--- src/rtl/riscv_pkg.sv ---
// rtl/riscv_pkg.sv - shared fetch/decode constants and fetch FSM state type
package riscv_pkg;

    localparam int ILEN = 32;
    localparam logic [ILEN-1:0] NOP_INSTR = 32'h0000_0013;

    typedef enum logic [1:0] {
        S_BOOT = 2'd0,
        S_RUN  = 2'd1,
        S_TRAP = 2'd2
    } fetch_state_t;

endpackage

--- src/rtl/fetch_fifo.sv ---
// rtl/fetch_fifo.sv - synchronous FIFO holding fetched {pc, word} entries
module fetch_fifo #(
    parameter int WIDTH = 64,
    parameter int DEPTH = 2,
    localparam int PTR_W = $clog2(DEPTH),
    localparam int CNT_W = PTR_W + 1
) (
    input  logic             clk,
    input  logic             rst,
    input  logic             push,
    input  logic             pop,
    input  logic             flush,
    input  logic [WIDTH-1:0] wdata,
    output logic [WIDTH-1:0] rdata,
    output logic             full,
    output logic             empty,
    output logic [CNT_W-1:0] count
);

    logic [WIDTH-1:0] mem [DEPTH];
    logic [PTR_W-1:0] wr_ptr;
    logic [PTR_W-1:0] rd_ptr;
    logic             do_push;
    logic             do_pop;

    assign empty   = (count == '0);
    assign full    = (count == CNT_W'(DEPTH));
    assign do_pop  = pop && !empty;
    // A full FIFO still accepts a push in the same cycle its head leaves
    assign do_push = push && (!full || do_pop);
    assign rdata   = mem[rd_ptr];

    // Entry storage; contents are don't-care until count says otherwise
    always_ff @(posedge clk) begin
        if (do_push && !flush) begin
            mem[wr_ptr] <= wdata;
        end
    end

    // Pointers and occupancy; flush wins over any push/pop in the same cycle
    always_ff @(posedge clk) begin
        if (rst || flush) begin
            wr_ptr <= '0;
            rd_ptr <= '0;
            count  <= '0;
        end else begin
            if (do_push) wr_ptr <= wr_ptr + PTR_W'(1);
            if (do_pop)  rd_ptr <= rd_ptr + PTR_W'(1);
            count <= count + CNT_W'(do_push) - CNT_W'(do_pop);
        end
    end

endmodule

--- src/rtl/instr_fetch.sv ---
// rtl/instr_fetch.sv - fetch unit: PC, imem requests, fetch buffer, redirects; INSTR_ALIGN_CHK_EN enables misaligned-redirect trap
module instr_fetch
    import riscv_pkg::*;
#(
    parameter int                WIDTH      = 32,
    parameter int                ADDR_W     = 32,
    parameter logic [ADDR_W-1:0] RESET_PC   = '0,
    parameter int                FIFO_DEPTH = 2
) (
    input  logic              clk,
    input  logic              rst,
    output logic              imem_re,
    output logic [ADDR_W-1:0] imem_addr,
    input  logic [WIDTH-1:0]  imem_rdata,
    output logic [WIDTH-1:0]  opcode,
    output logic [ADDR_W-1:0] pc_out,
    output logic              valid,
    input  logic              ready,
    input  logic              redirect,
    input  logic [ADDR_W-1:0] redirect_pc,
    output logic              fetch_misaligned
);

    localparam int CNT_W = $clog2(FIFO_DEPTH) + 1;
    localparam int ENT_W = ADDR_W + WIDTH;
    localparam logic [CNT_W:0] DEPTH_C = (CNT_W + 1)'(FIFO_DEPTH);

    fetch_state_t      state;
    fetch_state_t      next_state;
    logic [ADDR_W-1:0] pc;
    logic [ADDR_W-1:0] req_pc;
    logic [ADDR_W-1:0] pc_hold;
    logic [ADDR_W-1:0] redirect_tgt;
    logic              inflight;
    logic              misalign;
    logic              head_valid;
    logic              pop;
    logic              push;
    logic [ENT_W-1:0]  head;
    logic              fifo_full;
    logic              fifo_empty;
    logic [CNT_W-1:0]  fifo_count;
    logic [CNT_W:0]    occupancy;

`ifdef INSTR_ALIGN_CHK_EN
    assign misalign     = redirect && (redirect_pc[1:0] != 2'b00);
    assign redirect_tgt = redirect_pc;
`else
    assign misalign     = 1'b0;
    assign redirect_tgt = redirect_pc & ~ADDR_W'(3);
`endif

    assign head_valid = !fifo_empty && (state != S_TRAP);
    assign pop        = head_valid && ready;
    // Slots already claimed once this cycle's pop is taken into account
    assign occupancy  = (CNT_W + 1)'(fifo_count) + (CNT_W + 1)'(inflight) - (CNT_W + 1)'(pop);
    // A response still in flight during a redirect is dropped by the flush
    assign push       = inflight;

    assign imem_addr = pc;
    assign opcode    = head_valid ? head[WIDTH-1:0] : WIDTH'(NOP_INSTR);
    assign pc_out    = head_valid ? head[ENT_W-1:WIDTH] : pc_hold;

    fetch_fifo #(
        .WIDTH (ENT_W),
        .DEPTH (FIFO_DEPTH)
    ) u_fifo (
        .clk   (clk),
        .rst   (rst),
        .push  (push),
        .pop   (pop),
        .flush (redirect),
        .wdata ({req_pc, imem_rdata}),
        .rdata (head),
        .full  (fifo_full),
        .empty (fifo_empty),
        .count (fifo_count)
    );

    // FSM state register
    always_ff @(posedge clk) begin
        if (rst) state <= S_BOOT;
        else     state <= next_state;
    end

    // FSM next state: boot lasts one cycle, trap is only left through reset
    always_comb begin
        next_state = state;
        case (state)
            S_BOOT:  next_state = misalign ? S_TRAP : S_RUN;
            S_RUN:   if (misalign) next_state = S_TRAP;
            S_TRAP:  next_state = S_TRAP;
            default: next_state = S_BOOT;
        endcase
    end

    // FSM outputs: issue only while running, with room and no redirect
    always_comb begin
        imem_re          = 1'b0;
        valid            = head_valid;
        fetch_misaligned = 1'b0;
        case (state)
            S_RUN:   imem_re = !redirect && (occupancy < DEPTH_C);
`ifdef INSTR_ALIGN_CHK_EN
            S_TRAP:  fetch_misaligned = 1'b1;
`endif
            default: imem_re = 1'b0;
        endcase
    end

    // PC, outstanding request tracking, and last presented pc for idle output
    always_ff @(posedge clk) begin
        if (rst) begin
            pc       <= RESET_PC;
            req_pc   <= RESET_PC;
            pc_hold  <= RESET_PC;
            inflight <= 1'b0;
        end else begin
            inflight <= imem_re;
            if (imem_re) begin
                pc     <= pc + ADDR_W'(4);
                req_pc <= pc;
            end
            if (redirect) pc <= redirect_tgt;
            if (head_valid) pc_hold <= head[ENT_W-1:WIDTH];
        end
    end

    // The issue rule must never let a response land in a full FIFO without a pop
    always_ff @(posedge clk) begin
        if (!rst) assert (!(push && fifo_full && !pop));
    end

endmodule

--- config.mk ---
export PLATFORM = sky130hd
export DESIGN_NAME = instr_fetch
export DESIGN_NICKNAME = d
export VERILOG_FILES = /design/src/rtl/riscv_pkg.sv /design/src/rtl/fetch_fifo.sv /design/src/rtl/instr_fetch.sv
export SDC_FILE = /design/constraint.sdc
export NUM_CORES = 1
export LEC_CHECK = 0
export ABC_AREA = 1
export BUFFER_PORTS_ARGS = -buffer_cell sky130_fd_sc_hd__buf_2
export CORE_UTILIZATION = 30
export CTS_BUF_LIST = sky130_fd_sc_hd__clkbuf_8
export CTS_CLUSTER_DIAMETER = 60
export DETAILED_ROUTE_END_ITERATION = 6
export PLACE_DENSITY = 0.56
export SLEW_MARGIN = 40
export SYNTH_ARGS = -nofsm -noshare
export SYNTH_HDL_FRONTEND = slang
export SYNTH_SLANG_ARGS = --single-unit
--- constraint.sdc ---
create_clock -name clk -period 19.2 [get_ports clk]
set_clock_uncertainty 0.2 [all_clocks]
set_input_delay 3.84 -clock clk [delete_from_list [all_inputs] [get_ports clk]]
set_output_delay 3.84 -clock clk [all_outputs]
set_load 0.05 [all_outputs]
==> results by group <==
Worst hold path
  • Worst hold endpoint: state[0]
  • Hold Path Origin: state[1]
  • Hold WC Path Type: reg2reg
  • Worst Hold Path Cells: 1

Clock network
  • Total setup buffers inserted after CTS: 0
  • Clk root buf: clkbuf_8
  • CTS tree: done
  • Clock latency at the later pin of the worst-skew pair: 520 ps
  • Cts repair resizes: 0
  • Clk sinks: between 200 and 250
  • Hold-fix buffers, CTS: 0
  • Num CTS Buffers: 40
  • Clock Path Buffers: 3
  • Worst-path clk slew: 50 ps
  • H-Tree Depth: 2

Synth
  • Cell area after synthesis: about 9500 µm²
  • Syn. warnings: 0
  • Flops & latches, synth: 224
  • Sequential cell area fraction in the yosys report: between 60% and 70%
  • Syn Inst Count: around 1.1k
  • Netlist cell types: 37
  • Mean post-synth cell area: roughly 9 µm²

Route
  • Drt initial violations: between 400 and 500
  • TritonRoute pass-1 iters: 7
  • DRC Markers: 17
  • DR vias/cell: ~4.5
  • Vias post-DR: approximately 7.4k
  • Routed Antenna Nets: 0
  • Drt wl/cell: between 10 and 15 µm
  • Drt total wl: 23,500 µm

Die
  • Die Y: between 150 and 200 µm
  • FP Rows: 64
  • Starting Density: 30.7%
  • Die area: between 30,000 and 40,000 µm²
  • IO Pins: 167
  • Core area: 30,800 µm²
  • Width of the chip: ~180 µm

STA
  • RSZ-0062 raised after global routing: no
  • Setup Total Neg Slack: 0 ps
  • Final Max Slew Viols: 0
  • Final Critical Period: roughly 11,000 ps
  • Maximum clock frequency: between 90 and 100 MHz
  • Slew HR: 45.6%
  • Period utilisation layout: about 56%
  • Final Hold Fails: 0
  • Final setup fails: 0
  • Worst hold slack: between 200 and 250 ps
  • Worst-margin pin slew: about 800 ps

Place
  • # port buffers: ~160
  • Post-DP HPWL: about 15,000 µm
  • Placed Area: 10,600 µm²
  • Gpl congestion: just under 0.9

Finish
  • Area Growth Syn to Fin: 19.3%
  • Commonest non-fill, non-tap cell in the layout: nand2_1
  • Commonest cells after routing, fill and taps aside: 289 x nand2_1, 161 x buf_2, 129 x nor2_1, 124 x edfxtp_1, 109 x inv_1
  • N_diodes: 0
  • Nets: 1,289
  • Layout cell share with drive strength beyond 1: between 20% and 30%
  • Cell area after layout: ~11,000 µm²

Outcome
  • Failing checks: DRC
  • Outcome: complete, but fails checks

Pwr
  • Peak VDD IR: about 0.032 mV
  • Power Density: 92.8 nW/µm²
  • Leak pwr: just over 5 nW

Worst setup path
  • Worst flop-to-flop path endpoint: imem_addr[30]
  • Critical path class: in2out
  • R2r setup slk: approximately 15,000 ps
  • Crit path max fanout: 53
  • Cells on worst reg2reg path: 17
  • CP startpoint kind: input port
  • Critical path required time: around 15,000 ps
  • CP Data Arrival Time: 6690 ps
  • Critical Path Sink Type: output port
  • Worst flop-to-flop path startpoint: u_fifo.count[1]

Global routing
  • Vias in the first global route: 6,986
  • Gr usage total: 14.6%
  • GRT overflow: 0
  • Antenna violations before repair: 0
  • First-pass GRT wire length: around 38,000 µm
  • Largest net degree at the start of global routing: 63

Flow run
  • Max Cap Violations: 0
-- area by class of cell --
class | count | area (µm²)
multi-input cells | 679 | 3100
repair buffers | 169 | 873
clock inverters | 30 | 120
well taps | 396 | 495
inverters | 102 | 389
clock buffers | 42 | 578
flip-flops and latches | 224 | 5730
fillers | 3171 | 19500
-- Yosys cell counts (all sizes together) --
library cell	count	area (µm²)
a31oi	4	25.0
fa	1	20.0
inv	100	375
ha	4	50.1
buf	26	174
nand3b	6	45.0
conb	1	3.75
nor2	138	553
nand2	295	1130
nand4	6	37.5
xor2	5	43.8
o211ai	3	22.5
a21boi	2	15.0
clkbuf	25	93.8
clkinv	2	12.5
dfxtp	100	2000
a22oi	1	7.51
edfxtp	124	3720
a21oi	51	259
xnor2	3	26.3
or2	32	200
nor3	18	90.1
o21ai	52	260
a211oi	5	37.5
nand3	50	255
-- logic make-up after synthesis --
group,Yosys count,share of synthesized area (%)
AOI/OAI and AO/OA,118,6.63
xor gates and xnor gates,8,0.741
adders and majority gates,5,0.741
buffers and inverters,153,6.93
DFF,224,60.5
other,1,0.0396
and+or+nand+nor,545,24.4
-- worst max path at each step --
stage	cells past startpoint	startpoint	endpoint
5_1_grt	12	ready	imem_re
6_report	12	ready	imem_re
3_5_place_dp	12	ready	imem_re
3_3_place_gp	12	ready	imem_re
2_1_floorplan	11	ready	imem_re
4_1_cts	12	ready	imem_re
-- worst max-delay path, stage by stage --
cell and delay (ps):
buf_2 100, nand2_2 90, inv_1 50, ha_1 270, inv_1 50, nand2_1 50
fa_1 440, nand2_1 120, nor2_4 50, nand2_4 430, clkinv_2 720, buf_2 440
-- through the flow --
| stage | utilization [%] | setup WS, ps | total power, W | instances |
|---|---|---|---|---|
| floorplan | - | 9680 | 0.000634 | 1056 |
| global placement | 34.3 | 8470 | 0.000668 | 1570 |
| detailed placement | 34.3 | 8460 | 0.000670 | 1570 |
| CTS | 36.6 | 8450 | 0.00107 | 1642 |
| global route | 36.6 | 8200 | 0.00110 | 1642 |
| finish | 36.6 | 8470 | 0.00105 | 1642 |
-- metal layers --
layer  track usage, %  vias to the layer above  part of all wire, %
met5                0                        -                    0
met2             22.5                      235                   43
met1             20.4                     3366                   49
met3             3.04                       40                  6.5
li1                 -                     3734                    -
met4             4.48                        0                  1.8
-- registers in the layout, indices dropped and copies added, names as in the netlist, named ones only --
register,cells
state,2
inflight,1
req_pc,30
pc_hold,32
imem_addr,30
u_fifo.mem,124
u_fifo.wr_ptr,1
u_fifo.count,2
u_fifo.rd_ptr,1
-- report_power, final --
group          internal [W]  switching (W)
clock              0.000202       0.000186
combinational     0.0000322      0.0000922
sequential         0.000522      0.0000128
total              0.000756       0.000291
No activity file was read; power rests on OpenSTA's default activity.
